`config.mk`:
```
export PLATFORM = sky130hd
export DESIGN_NAME = ps2_digit_entry
export DESIGN_NICKNAME = d
export VERILOG_FILES = /design/src/rtl/ps2_digit_entry.sv
export SDC_FILE = /design/constraint.sdc
export NUM_CORES = 1
export LEC_CHECK = 0
export ABC_CLOCK_PERIOD_IN_PS = 4200
export BUFFER_PORTS_ARGS = -buffer_cell sky130_fd_sc_hd__buf_2
export CORE_MARGIN = 10
export CORE_UTILIZATION = 46
export CTS_CLUSTER_DIAMETER = 120
export DETAILED_ROUTE_END_ITERATION = 12
export PLACE_DENSITY = 0.61
export SLEW_MARGIN = 15
export SYNTH_ARGS = -nofsm -noshare
export SYNTH_HDL_FRONTEND = slang
export SYNTH_SLANG_ARGS = --single-unit
```
`constraint.sdc`:
```
create_clock -name clk -period 4.2 [get_ports clk]
set_clock_uncertainty 0.05 [all_clocks]
set_input_delay 1.26 -clock clk [delete_from_list [all_inputs] [get_ports clk]]
set_output_delay 1.26 -clock clk [all_outputs]
set_load 0.02 [all_outputs]
```
`src/rtl/ps2_digit_entry.sv`:
```
// PS/2 keyboard front end: receives frames, decodes 0-9 / Backspace / Enter make codes, builds a 4-digit BCD guess.
// Optional odd-parity enforcement is enabled by defining PS2_PARITY_CHECK_EN.
`timescale 1ns/1ps
module ps2_digit_entry #(
  parameter int FILTER_LEN     = 4,
  parameter int TIMEOUT_CYCLES = 100000
) (
  input  logic        clk,
  input  logic        rst,
  input  logic        PS2Clk,
  input  logic        PS2Data,
  output logic [15:0] userInt,
  output logic        ready
);

  localparam int FW = $clog2(FILTER_LEN + 1);
  localparam int TW = (TIMEOUT_CYCLES > 1) ? $clog2(TIMEOUT_CYCLES) : 1;
  localparam logic [FW-1:0] FILT_MAX = FW'(FILTER_LEN - 1);
  localparam logic [TW-1:0] TO_MAX   = TW'(TIMEOUT_CYCLES - 1);

  typedef enum logic [1:0] {RX_IDLE, RX_DATA, RX_PARITY, RX_STOP} rx_state_t;
  typedef enum logic [1:0] {DEC_NORMAL, DEC_BREAK, DEC_EXT} dec_state_t;

  logic          ps2_clk_s1_q, ps2_clk_s1_d, ps2_clk_s2_q, ps2_clk_s2_d;
  logic          ps2_dat_s1_q, ps2_dat_s1_d, ps2_dat_s2_q, ps2_dat_s2_d;
  logic          filt_clk_q, filt_clk_d, filt_prev_q, filt_prev_d;
  logic [FW-1:0] filt_cnt_q, filt_cnt_d;
  logic          fall;

  rx_state_t     rx_state_q, rx_state_d;
  logic [2:0]    bit_cnt_q, bit_cnt_d;
  logic [7:0]    shift_q, shift_d;
  logic [TW-1:0] to_cnt_q, to_cnt_d;
  logic          byte_valid_q, byte_valid_d;
  logic          parity_ok;

  dec_state_t    dec_state_q, dec_state_d;
  logic [15:0]   user_int_q, user_int_d;
  logic          ready_q, ready_d;
  logic [2:0]    count_q, count_d;
  logic          digit_hit;
  logic [3:0]    digit_val;

`ifdef PS2_PARITY_CHECK_EN
  logic          parity_q, parity_d;
  assign parity_ok = ^{shift_q, parity_q};
`else
  assign parity_ok = 1'b1;
`endif

  // Synchronizers and PS2Clk glitch filter
  always_comb begin
    ps2_clk_s1_d = PS2Clk;
    ps2_clk_s2_d = ps2_clk_s1_q;
    ps2_dat_s1_d = PS2Data;
    ps2_dat_s2_d = ps2_dat_s1_q;
    filt_clk_d   = filt_clk_q;
    filt_cnt_d   = '0;
    if (ps2_clk_s2_q != filt_clk_q) begin
      if (filt_cnt_q == FILT_MAX) filt_clk_d = ps2_clk_s2_q;
      else                        filt_cnt_d = filt_cnt_q + 1'b1;
    end
    filt_prev_d = filt_clk_q;
    fall        = filt_prev_q & ~filt_clk_q;
  end

  // Frame receiver
  always_comb begin
    rx_state_d   = rx_state_q;
    bit_cnt_d    = bit_cnt_q;
    shift_d      = shift_q;
    to_cnt_d     = to_cnt_q;
    byte_valid_d = 1'b0;
`ifdef PS2_PARITY_CHECK_EN
    parity_d     = parity_q;
`endif
    if (rx_state_q == RX_IDLE || fall) begin
      to_cnt_d = '0;
    end else if (to_cnt_q == TO_MAX) begin
      to_cnt_d   = '0;
      rx_state_d = RX_IDLE;
    end else begin
      to_cnt_d = to_cnt_q + 1'b1;
    end
    if (fall) begin
      case (rx_state_q)
        RX_IDLE: begin
          if (!ps2_dat_s2_q) begin
            rx_state_d = RX_DATA;
            bit_cnt_d  = '0;
          end
        end
        RX_DATA: begin
          shift_d   = {ps2_dat_s2_q, shift_q[7:1]};
          bit_cnt_d = bit_cnt_q + 1'b1;
          if (bit_cnt_q == 3'd7) rx_state_d = RX_PARITY;
        end
        RX_PARITY: begin
`ifdef PS2_PARITY_CHECK_EN
          parity_d = ps2_dat_s2_q;
`endif
          rx_state_d = RX_STOP;
        end
        default: begin
          rx_state_d   = RX_IDLE;
          byte_valid_d = ps2_dat_s2_q & parity_ok;
        end
      endcase
    end
  end

  always_comb begin
    digit_hit = 1'b1;
    case (shift_q)
      8'h45:   digit_val = 4'd0;
      8'h16:   digit_val = 4'd1;
      8'h1E:   digit_val = 4'd2;
      8'h26:   digit_val = 4'd3;
      8'h25:   digit_val = 4'd4;
      8'h2E:   digit_val = 4'd5;
      8'h36:   digit_val = 4'd6;
      8'h3D:   digit_val = 4'd7;
      8'h3E:   digit_val = 4'd8;
      8'h46:   digit_val = 4'd9;
      default: begin
        digit_val = 4'd0;
        digit_hit = 1'b0;
      end
    endcase
  end

  // Scan-code decoder; once ready is set everything is frozen until reset
  always_comb begin
    dec_state_d = dec_state_q;
    user_int_d  = user_int_q;
    ready_d     = ready_q;
    count_d     = count_q;
    if (byte_valid_q && !ready_q) begin
      case (dec_state_q)
        DEC_NORMAL: begin
          if (shift_q == 8'hF0) begin
            dec_state_d = DEC_BREAK;
          end else if (shift_q == 8'hE0) begin
            dec_state_d = DEC_EXT;
          end else if (digit_hit) begin
            if (count_q < 3'd4) begin
              user_int_d = {user_int_q[11:0], digit_val};
              count_d    = count_q + 1'b1;
            end
          end else if (shift_q == 8'h66) begin
            if (count_q != 3'd0) begin
              user_int_d = {4'h0, user_int_q[15:4]};
              count_d    = count_q - 1'b1;
            end
          end else if (shift_q == 8'h5A) begin
            if (count_q == 3'd4) ready_d = 1'b1;
          end
        end
        DEC_EXT:  dec_state_d = (shift_q == 8'hF0) ? DEC_BREAK : DEC_NORMAL;
        default:  dec_state_d = DEC_NORMAL;
      endcase
    end
  end

  always_ff @(posedge clk) begin
    if (rst) begin
      ps2_clk_s1_q <= 1'b1;
      ps2_clk_s2_q <= 1'b1;
      ps2_dat_s1_q <= 1'b1;
      ps2_dat_s2_q <= 1'b1;
      filt_clk_q   <= 1'b1;
      filt_prev_q  <= 1'b1;
      filt_cnt_q   <= '0;
      rx_state_q   <= RX_IDLE;
      bit_cnt_q    <= '0;
      shift_q      <= '0;
      to_cnt_q     <= '0;
      byte_valid_q <= 1'b0;
`ifdef PS2_PARITY_CHECK_EN
      parity_q     <= 1'b0;
`endif
      dec_state_q  <= DEC_NORMAL;
      user_int_q   <= '0;
      ready_q      <= 1'b0;
      count_q      <= '0;
    end else begin
      ps2_clk_s1_q <= ps2_clk_s1_d;
      ps2_clk_s2_q <= ps2_clk_s2_d;
      ps2_dat_s1_q <= ps2_dat_s1_d;
      ps2_dat_s2_q <= ps2_dat_s2_d;
      filt_clk_q   <= filt_clk_d;
      filt_prev_q  <= filt_prev_d;
      filt_cnt_q   <= filt_cnt_d;
      rx_state_q   <= rx_state_d;
      bit_cnt_q    <= bit_cnt_d;
      shift_q      <= shift_d;
      to_cnt_q     <= to_cnt_d;
      byte_valid_q <= byte_valid_d;
`ifdef PS2_PARITY_CHECK_EN
      parity_q     <= parity_d;
`endif
      dec_state_q  <= dec_state_d;
      user_int_q   <= user_int_d;
      ready_q      <= ready_d;
      count_q      <= count_d;
    end
  end

  assign userInt = user_int_q;
  assign ready   = ready_q;

endmodule

```
# After elaboration in Yosys (flattened, before gate mapping)
# Index checks and enable logic that the tools add are counted.
# totals
register_bits,62
inputBits,4
out_inout_bits,17
elab_cells,96
# classes
addsub,5
magnitude_cmp,1
n_eq_ne,25
n_mux,22
bitwise_logic,8
n_reduce_logical,19
# op_table
op,count
two-way mux 16 bit,4
"equality test 8 x 6 -> 1 bit, second input constant",6
one-hot mux 4 bit (9 select lines),1
"equality test 8 x 7 -> 1 bit, second input constant",4
"adder 17 x 1 -> 17 bit, second input constant",1
"equality test 17 bit, second input constant",1
"equality test 8 x 5 -> 1 bit, second input constant",2
"equality test 8 bit, second input constant",2
two-way mux 3 bit,5
two-way mux 2 bit,7
OR reduction 10 bit,1
"adder 3 x 1 -> 3 bit, second input constant",3
AND reduction 8 bit,1
NOT 1 bit,7
AND reduction 7 bit,1
"equality test 3 bit, second input constant",2
one-hot mux 2 bit (3 select lines),1
one-hot mux 3 bit (2 select lines),1
AND reduction 2 bit,3
nonzero test 2 bit,3
OR reduction 3 bit,2
OR reduction 5 bit,1
"equality test 2 bit, second input constant",2
logical NOT 2 bit,2
16 further kinds,17

# Logic depth before layout (Yosys ltp)
# Gate-level depths: netlist of the first run.
# depth
depth_word,7
ltp_mapped,8
ltp_nobuf,7

# Least setup slack after synthesis of the first run
# OpenSTA, ideal clock, no wires.
# synth_timing
kind,input port to flip-flop
from,input rst
to,register bit_cnt_q[0]
setup_ns,0.128
arrival_time_ns,2.129
t_required_ns,4.022
slack_ns,1.894
cell_stages,4
n_path_buf,3
path_cell_list,clkbuf_1 > clkbuf_1 > clkbuf_1 > nor2_1
# synth_lines
element,line_no,text
"start, declared",9,"input logic rst,"
"end signal, assigned",195,bit_cnt_q <= bit_cnt_d;
"end, declared",31,"logic [2:0] bit_cnt_q, bit_cnt_d;"
# No word-level cell between the ends.

# Final worst setup path of the first run
# layout_timing
from,register shift_q[4]
to,"register user_int_q[11], in the netlist userInt[11]"
# layout_via
elab_chain_cells,5
word_cells_on_any_way,22
classes_between,14 x eq/ne; 2 x mux; 2 x bitwise; 4 x reduce/logical
# layout_rtl
element,line_no,text
"start, declared",32,"logic [7:0] shift_q, shift_d;"
"start signal, assigned",196,shift_q <= shift_d;
equality test 8 x 7 -> 1 bit (tied with other cells),114,case (shift_q)
OR reduction 10 bit (no line),-,
two-way mux 1 bit,114,
inequality test 2 x 1 -> 1 bit (no line) / nonzero test 2 bit (equally long branches),-,
AND reduction 7 bit (no line),-,
"end signal, assigned",203,user_int_q <= user_int_d;
"end, declared",38,"logic [15:0] user_int_q, user_int_d;"
# Several ways; a longest one is shown, not always the timed one.
# A chain may end at the register's enable or synchronous reset.

==> impl_results.md, run 1 <==
* Outcome: finished, final reports clean
* Worst slew slack as a fraction of its limit at 37.2%
* Final weighted congestion in routability-driven placement at 0.901
* Post-CTS Setup Inserts at 0
* Area fraction of the dominant cell type after synthesis at 41.9%
* Depth of the CTS H-tree at 3
* Inserted Clock Buffers at 9
* Origin of the critical flop-to-flop path: shift_q[4]
* Net total in the final layout at 356
* Antenna violations before repair at 0
* EDFF count, synth at 0
* Overall die area at 10000 sq um
* Most instantiated cells after synthesis: sky130_fd_sc_hd__dfxtp_1 (62), sky130_fd_sc_hd__nor2_1 (42), sky130_fd_sc_hd__nand2_1 (35), sky130_fd_sc_hd__inv_1 (18), sky130_fd_sc_hd__a21oi_1 (14)
* TNS Setup at 0 ns
* Sort of element at the start of the critical path: flop
* Overflow left after global routing at 0
* Worst-skew pair later-pin latency at 0.34 ns
* Worst reg2reg endpoint: userInt[11]
* Sequential fraction of the synthesis area at 41.9%
* Antenna Cells at 0
* Area inside the core boundary at 6310 sq um
* Post-Synthesis Cells at 330
* Library cell contributing the largest single delay on the critical path: sky130_fd_sc_hd__o211ai_1
* Hold_sp: ps2_dat_s1_q
* Capturing element type of the critical path: flop
* Via count at 2364
* Top area cells in the synthesized netlist: sky130_fd_sc_hd__dfxtp_1 (42%), sky130_fd_sc_hd__nor2_1 (5.3%), sky130_fd_sc_hd__nand2_1 (4.4%)
* Post-synthesis area per instance at 8.97 sq um
* Iteration count of the initial detailed-routing pass at 4
* Sinks on the clock net at 62
* Maximum achievable frequency at 382 MHz
* Tcrit/Tclk final at 62.3%
* Maximum cell stage delay along the critical path at 0.76 ns
* Hold Path Cell Cnt at 1
* Fraction of registers with async set or reset after synthesis at 0%
* Net count of the mapped netlist at 340
* Cell accounting for the most synthesized area: sky130_fd_sc_hd__dfxtp_1
* Synth-to-layout area growth at 10.1%
* Crit path required time at 4.43 ns
* Die Ht at 100 um
* Total non-filler cell area in the finished layout at 3260 sq um
* Placed cell areas at 3070 sq um
* Netlist cell types at 59
* Drt drc at 0
* Data arrival time of the worst path at 2.85 ns
* Floorplan die width at 100 um
* Count of pins over their slew limit at 0
* Clk pin slew, worst setup/hold paths at 0.07 ns
* Depth of the worst register-to-register path at 5
* Min-delay worst type: reg2reg
* RSZ-0062 raised after global routing: no
* Actual slew at the worst max-slew pin at 0.937 ns
* Power density over the cells at 335 nW/um^2
* Tot Pwr at 1.09 mW
* Most frequently used flop master after synthesis: sky130_fd_sc_hd__dfxtp_1
* Initial Utilization at 46.9%
* Tmin final at 2.62 ns
* Endpoint of the worst hold-timing path: ps2_dat_s2_q
* Total leakage power at 1.13 nW
* Critical-path maximum fanout at 15
* Count of hold buffers inserted by post-cts repair at 0
* Class of the most critical setup path: reg2reg
* ANT nets after route at 0
* Wire length of the first global-routing pass at 10600 um
* Fraction of layout cells with a size suffix above 1 at 17.1%
* Routed wirelength normalized by instance count at 14.6 um
* Maximum buffer depth of the clock tree at 2
* HPWL after detailed placement at 4310 um
* Most common cell in the synthesized netlist: sky130_fd_sc_hd__dfxtp_1
* Max-capacitance violation count at 0
* Pin count of the biggest net entering global routing at 39
* FF-to-FF setup slack at 1.58 ns
* DRC marker count from the first detailed-route iteration at 96
* CTS root buf: sky130_fd_sc_hd__clkbuf_8
* Number of I/O port buffers at 20
* Vias in the first global route at 2248
* Fill cell total of the finished layout at 613
* # resized after CTS at 0
* Number of endpoints with negative hold slack in the final report at 0
* Ordered list of cells on the worst path: xnor2_1, mux2_2, and3_4, o211ai_1, o221a_1
* Mapped Area at 2960 sq um
* Total of warnings raised by yosys at 0
* Flip-flop and latch count after synthesis at 62
* Standard-cell row count at 29
* Via count normalized by instance count at 5.52
* Tot GR Track Use at 12.9%
* Worst ir drop on vdd at 249 uV
* CTS tree: done
* Final setup fails at 0
* Count of boundary I/O pins at 21
* Total routed wirelength at 6230 um
## routing by layer
layer  wire [um]  vias up  track usage (%)  share of wire (%)
met5           0        -                0                  0
met4          82        0             4.57                1.3
met3         292        8             4.46                4.7
met2        2990       42             20.4                 48
met1        2870     1109             15.8                 46
li1            -     1205                -                  -
## report_power, final
group          internal, mW  total (mW)  switching, mW  leakage, nW
Clock                 0.261       0.486          0.226       0.0954
Combinational       0.00556      0.0158         0.0102        0.530
Sequential            0.590       0.591       0.000937        0.500
Total                 0.856        1.09          0.237         1.13
## worst max-delay path by stage
stage          startpoint            to  slack (ns)
2_1_floorplan         rst  bit_cnt_q[0]        1.89
3_3_place_gp          rst   to_cnt_q[2]        1.29
3_5_place_dp          rst   to_cnt_q[7]        1.23
4_1_cts        shift_q[4]   userInt[11]        1.56
5_1_grt        shift_q[4]   userInt[11]        1.40
6_report       shift_q[4]   userInt[11]        1.58
## per-stage QoR
step	worst slack, ns	cells	util [%]	hold WS, ns
3_5_place_dp	1.23	412	48.7	0.343
2_1_floorplan	1.89	330	-	0.339
6_report	1.58	428	51.6	0.360
4_1_cts	1.56	428	51.6	0.363
3_3_place_gp	1.29	412	48.7	0.342
5_1_grt	1.40	428	51.6	0.379
## kinds of logic (layout without fill, tap and decap cells)
kind of cell             count (synthesis)  in the layout  synth area share [%]
XOR/XNOR                                19             19                  5.62
flip-flops                              62             62                  41.9
buffers and inverters                   33             54                  5.12
multiplexers                             7              7                  2.58
AO/OA/AOI/OAI                           69             69                  18.9
AND/OR/NAND/NOR                        134            134                  23.1
adder cells (fa/ha/maj)                  6              6                  2.79
## registers in the layout, indices dropped and copies added (netlist names)
signal / cells
bit_cnt_q: 3
byte_valid_q: 1
count_q: 3
dec_state_q: 2
filt_clk_q: 1
filt_cnt_q: 3
filt_prev_q: 1
ps2_clk_s1_q: 1
ps2_clk_s2_q: 1
ps2_dat_s1_q: 1
ps2_dat_s2_q: 1
ready: 1
rx_state_q: 2
shift_q: 8
to_cnt_q: 17
userInt: 16
## worst max-delay path, delay by kind of cell (launching register included)
kind / cells / cell delay (ns)
and+or+nand+nor: 1 / 0.20
xor gates and xnor gates: 1 / 0.19
muxes: 1 / 0.36
AOI/OAI and AO/OA: 2 / 1.07
DFF: 1 / 0.68
## layout make-up
class | instances | area (sq um) | share of cell area [%]
well taps | 77 | 96.3 | 2.96
clock inverters | 3 | 17.5 | 0.538
repair buffers | 20 | 100 | 3.07
inverters | 18 | 67.6 | 2.07
clock buffers | 13 | 169 | 5.18
flip-flops and latches | 62 | 1240 | 38.1
multi-input cells | 235 | 1570 | 48.1
## cells in the final DEF, fill, tap and decap left out, types with 4 or more instances in the layout
master,Yosys,final
sky130_fd_sc_hd__xnor2_1,7,7
sky130_fd_sc_hd__o31ai_1,4,4
sky130_fd_sc_hd__nand2b_1,6,6
sky130_fd_sc_hd__ha_1,5,5
sky130_fd_sc_hd__nor3_1,4,4
sky130_fd_sc_hd__nand3_1,11,11
sky130_fd_sc_hd__a21oi_1,14,14
sky130_fd_sc_hd__o221a_1,6,6
sky130_fd_sc_hd__nor2b_1,6,6
sky130_fd_sc_hd__or2_2,6,6
sky130_fd_sc_hd__nor2_1,42,42
sky130_fd_sc_hd__clkbuf_8,0,12
sky130_fd_sc_hd__o21a_1,6,6
sky130_fd_sc_hd__a31oi_1,5,5
sky130_fd_sc_hd__xor2_1,12,12
sky130_fd_sc_hd__nand4_1,4,4
sky130_fd_sc_hd__inv_1,18,18
sky130_fd_sc_hd__buf_2,4,20
sky130_fd_sc_hd__nor4_1,4,4
sky130_fd_sc_hd__mux2_2,5,5
sky130_fd_sc_hd__o32ai_1,4,4
sky130_fd_sc_hd__nand2_1,35,35
sky130_fd_sc_hd__dfxtp_1,62,62
Power figures use the tool's default switching activity.
==> run 2: changes to the inputs <==
--- a/config.mk
+++ b/config.mk
@@ -5,13 +5,14 @@
 export SDC_FILE = /design/constraint.sdc
 export NUM_CORES = 1
 export LEC_CHECK = 0
-export ABC_CLOCK_PERIOD_IN_PS = 4200
+export ABC_AREA = 1
+export ABC_CLOCK_PERIOD_IN_PS = 2690
 export BUFFER_PORTS_ARGS = -buffer_cell sky130_fd_sc_hd__buf_2
 export CORE_MARGIN = 10
 export CORE_UTILIZATION = 46
 export CTS_CLUSTER_DIAMETER = 120
 export DETAILED_ROUTE_END_ITERATION = 12
-export PLACE_DENSITY = 0.61
+export PLACE_DENSITY = 0.6
 export SLEW_MARGIN = 15
 export SYNTH_ARGS = -nofsm -noshare
 export SYNTH_HDL_FRONTEND = slang
==> constraint.sdc (replaced) <==
create_clock -name clk -period 2.69 [get_ports clk]
set_clock_uncertainty 0.05 [all_clocks]
set_input_delay 0.807 -clock clk [delete_from_list [all_inputs] [get_ports clk]]
set_output_delay 0.807 -clock clk [all_outputs]
set_load 0.02 [all_outputs]
==> impl_results.md, run 2 <==
* Outcome: finished, final reports clean
* Synthesized-area fraction occupied by ao, oa, aoi and oai cells at 9.34% (-9.5 points)
* Sequential fraction of the synthesis area at 39.1% (-2.8 points)
* ANT nets after route at 0 (unchanged)
* HPWL after detailed placement at 4750 um (+10%)
* FF-to-FF setup slack at 0.44 ns (-1.14 ns)
* CTS tree: done
* Via count at 2708 (+15%)
* Post-layout worst setup margin at 0.441 ns (-1.14 ns)
* Class of the most critical setup path: reg2reg
* Total leakage power at 1.55 nW (+38%)
* Actual slew at the worst max-slew pin at 0.481 ns (-0.456 ns)
* Depth of the worst register-to-register path at 12 (+7)
* Area fraction of the dominant cell type after synthesis at 39.1% (-2.8 points)
* Post-synthesis area per instance at 7.21 sq um (-20%)
* Dominant combinational cell family by area after synthesis: simple AND/OR/NAND/NOR gates
* CTS root buf: sky130_fd_sc_hd__clkbuf_8
* Net total in the final layout at 470 (+32%)
* Total routed wirelength at 6470 um (+3.9%)
* Critical Path Sink: userInt[2]
* Data arrival time of the worst path at 2.47 ns (-0.38 ns)
* Pin count of the biggest net entering global routing at 33 (-15%)
* Area share of fa/ha/maj cells after synthesis at 2.60% (-0.19 points)
* Hold_sp: ps2_dat_s1_q
* Fraction of layout cells with a size suffix above 1 at 20.0% (+2.9 points)
* Post-route non-filler standard cell count at 544 (+27%)
* Iteration count of the initial detailed-routing pass at 4 (unchanged)
* Fraction of registers with async set or reset after synthesis at 0% (unchanged)
* # resized after CTS at 0 (unchanged)
* Most frequently used flop master after synthesis: sky130_fd_sc_hd__dfxtp_1
* Floorplan die width at 103 um (+2.9%)
* Cell accounting for the most synthesized area: sky130_fd_sc_hd__dfxtp_1
* Maximum buffer depth of the clock tree at 2 (unchanged)
* Capturing element type of the critical path: flop
* Tot GR Track Use at 13.1% (+0.19 points)
* Worst-skew pair later-pin latency at 0.33 ns (about the same)
* RSZ-0062 raised after global routing: no
* Mapped Area at 3170 sq um (+7.3%)
* Area inside the core boundary at 6760 sq um (+7.0%)
* Flip-flop and latch count after synthesis at 62 (unchanged)
* DRC marker count from the first detailed-route iteration at 149 (+55%)
* Depth of the CTS H-tree at 3 (unchanged)
* Number of I/O port buffers at 20 (unchanged)
* Register with the highest flop count: to_cnt_q
* Net count of the mapped netlist at 450 (+32%)
* Sort of element at the start of the critical path: flop
* Initial Utilization at 47.0% (+0.11 points)
* Count of boundary I/O pins at 21 (unchanged)
* Critical-path maximum fanout at 18 (+3)
* Fraction of synthesized area in multiplexers at 0% (-2.6 points)
* Placed cell areas at 3300 sq um (+7.4%)
* Overall die area at 10600 sq um (+5.8%)
* Synth-to-layout area growth at 10.9%
* Post-CTS Setup Inserts at 0 (unchanged)
* TNS Setup at 0 ns (unchanged)
* Most frequent standard cell in the layout excluding fill and tap cells: sky130_fd_sc_hd__nand2_1
* Total of warnings raised by yosys at 0 (unchanged)
* Top area cells in the synthesized netlist: sky130_fd_sc_hd__dfxtp_1 (39%), sky130_fd_sc_hd__nand2_1 (9.9%), sky130_fd_sc_hd__nor2_1 (6.7%)
* Xor and xnor fraction of the mapped netlist area at 0.552% (-5.1 points)
* Origin of the critical flop-to-flop path: shift_q[4]
* Min-delay worst type: reg2reg
* Worst reg2reg endpoint: userInt[2]
* CP Launch Point: shift_q[4]
* Most common cell in the synthesized netlist: sky130_fd_sc_hd__nand2_1
* Count of pins over their slew limit at 0 (unchanged)
* Inserted Clock Buffers at 9 (unchanged)
* Final weighted congestion in routability-driven placement at 0.882 (-2.1%)
* Maximum achievable frequency at 445 MHz (+16%)
* Clk pin slew, worst setup/hold paths at 0.07 ns (about the same)
* Antenna Cells at 0 (unchanged)
* Worst slew slack as a fraction of its limit at 67.8% (+31 points)
* Number of flip-flops in the largest register at 17 (unchanged)
* Sinks on the clock net at 62 (unchanged)
* Simple-gate share of the synthesized area at 38.8% (+16 points)
* EDFF count, synth at 0 (unchanged)
* Max-capacitance violation count at 0 (unchanged)
* Post-Synthesis Cells at 440 (+33%)
* Crit path required time at 2.91 ns (-1.52 ns)
* Total non-filler cell area in the finished layout at 3520 sq um (+8.0%)
* Count of hold buffers inserted by post-cts repair at 0 (unchanged)
* Netlist cell types at 41 (-31%)
* Worst-case setup slack after placement at 0.412 ns (-0.816 ns)
* Routed wirelength normalized by instance count at 11.9 um (-18%)
* Antenna violations before repair at 0 (unchanged)
* Tmin final at 2.25 ns (-0.369 ns)
* Final setup fails at 0 (unchanged)
* Drt drc at 0 (unchanged)
* Die Ht at 103 um (+2.9%)
* Overflow left after global routing at 0 (unchanged)
* Vias in the first global route at 2478 (+10%)
* Leading cell types in the layout, fill and taps excluded: sky130_fd_sc_hd__nand2_1 (84), sky130_fd_sc_hd__dfxtp_1 (62), sky130_fd_sc_hd__nor2_1 (57)
* Via count normalized by instance count at 4.98 (-9.9%)
* Layout Utilization at 52.1% (+0.49 points)
* Wire length of the first global-routing pass at 11200 um (+5.8%)
* Number of endpoints with negative hold slack in the final report at 0 (unchanged)
* Placed instance count at 529 (+28%)
* Standard-cell row count at 30 (+3.4%)
* Tcrit/Tclk final at 83.6% (+21 points)
* Power density over the cells at 526 nW/um^2 (+57%)
* Most instantiated cells after synthesis: sky130_fd_sc_hd__nand2_1 (84), sky130_fd_sc_hd__dfxtp_1 (62), sky130_fd_sc_hd__nor2_1 (57), sky130_fd_sc_hd__inv_1 (47)
* Worst ir drop on vdd at 427 uV (+71%)
-- run 2: changes by cell type in the layout (fill, tap and decap cells not counted), sizes merged, moves of 6 or more --
| cell | delta |
|---|---|
| inv | +35 |
| o21ai | +19 |
| xor2 | -12 |
| nand3 | +20 |
| nor2 | +43 |
| o221a | -9 |
| a21oi | +15 |
| nand2 | +60 |
| nor2b | -6 |
| nand4 | +13 |
| nand2b | -6 |
-- run 2: worst min path at each step --
stage | endpoint | slack, ns | cells after the start
global route | ps2_dat_s2_q | 0.38 | 1
detailed placement | ps2_dat_s2_q | 0.35 | 1
finish | ps2_dat_s2_q | 0.36 | 1
CTS | ps2_dat_s2_q | 0.36 | 1
global placement | ps2_dat_s2_q | 0.34 | 1
floorplan | ps2_clk_s2_q | 0.34 | 1
-- run 2: area by class of cell --
class	count	area, sq um
fillers	662	3240
multi-input cells	310	1630
flip-flops and latches	62	1240
inverters	53	199
clock buffers	11	151
repair buffers	24	130
well taps	80	100
clock inverters	4	70.1
-- run 2: per-layer routing --
layer	wire (um)	track usage (%)	up-vias
met5	0	0	-
met4	51	5.45	0
met3	221	3.02	5
met2	2900	19.6	38
met1	3300	17.6	1216
li1	-	-	1449
-- run 2: per-stage QoR --
step           hold WS (ns)  total power [mW]
6_report              0.359              1.85
5_1_grt               0.376              1.93
2_1_floorplan         0.339             0.962
3_5_place_dp          0.345             0.970
3_3_place_gp          0.343             0.969
4_1_cts               0.362              1.88
-- run 2: logic make-up (layout without fill, tap and decap cells) --
kind of cell	after synthesis	after routing
XOR/XNOR	2	2
adder cells (fa/ha/maj)	6	6
flip-flops	62	62
AO/OA/AOI/OAI	56	56
buffers and inverters	68	92
AND/OR/NAND/NOR	246	246
-- run 2: where the power goes --
part	switching [mW]	internal [mW]	leakage, nW
registers	0.00101	0.921	0.500
logic	0.0172	0.00896	0.934
clock network	0.341	0.564	0.115
total	0.359	1.49	1.55
-- run 2: critical path: stages, from the launching register on --
cell and delay (ns):
sky130_fd_sc_hd__dfxtp_1 0.41, sky130_fd_sc_hd__inv_2 0.09, sky130_fd_sc_hd__nand2_2 0.08, sky130_fd_sc_hd__nor2_2 0.06
sky130_fd_sc_hd__nand2_2 0.09, sky130_fd_sc_hd__nand2_2 0.06, sky130_fd_sc_hd__nor2_4 0.28, sky130_fd_sc_hd__nand3_4 0.26
sky130_fd_sc_hd__nand2_2 0.23, sky130_fd_sc_hd__nand3_4 0.11, sky130_fd_sc_hd__nor2_8 0.29, sky130_fd_sc_hd__nor2_1 0.07
sky130_fd_sc_hd__nor2_1 0.10
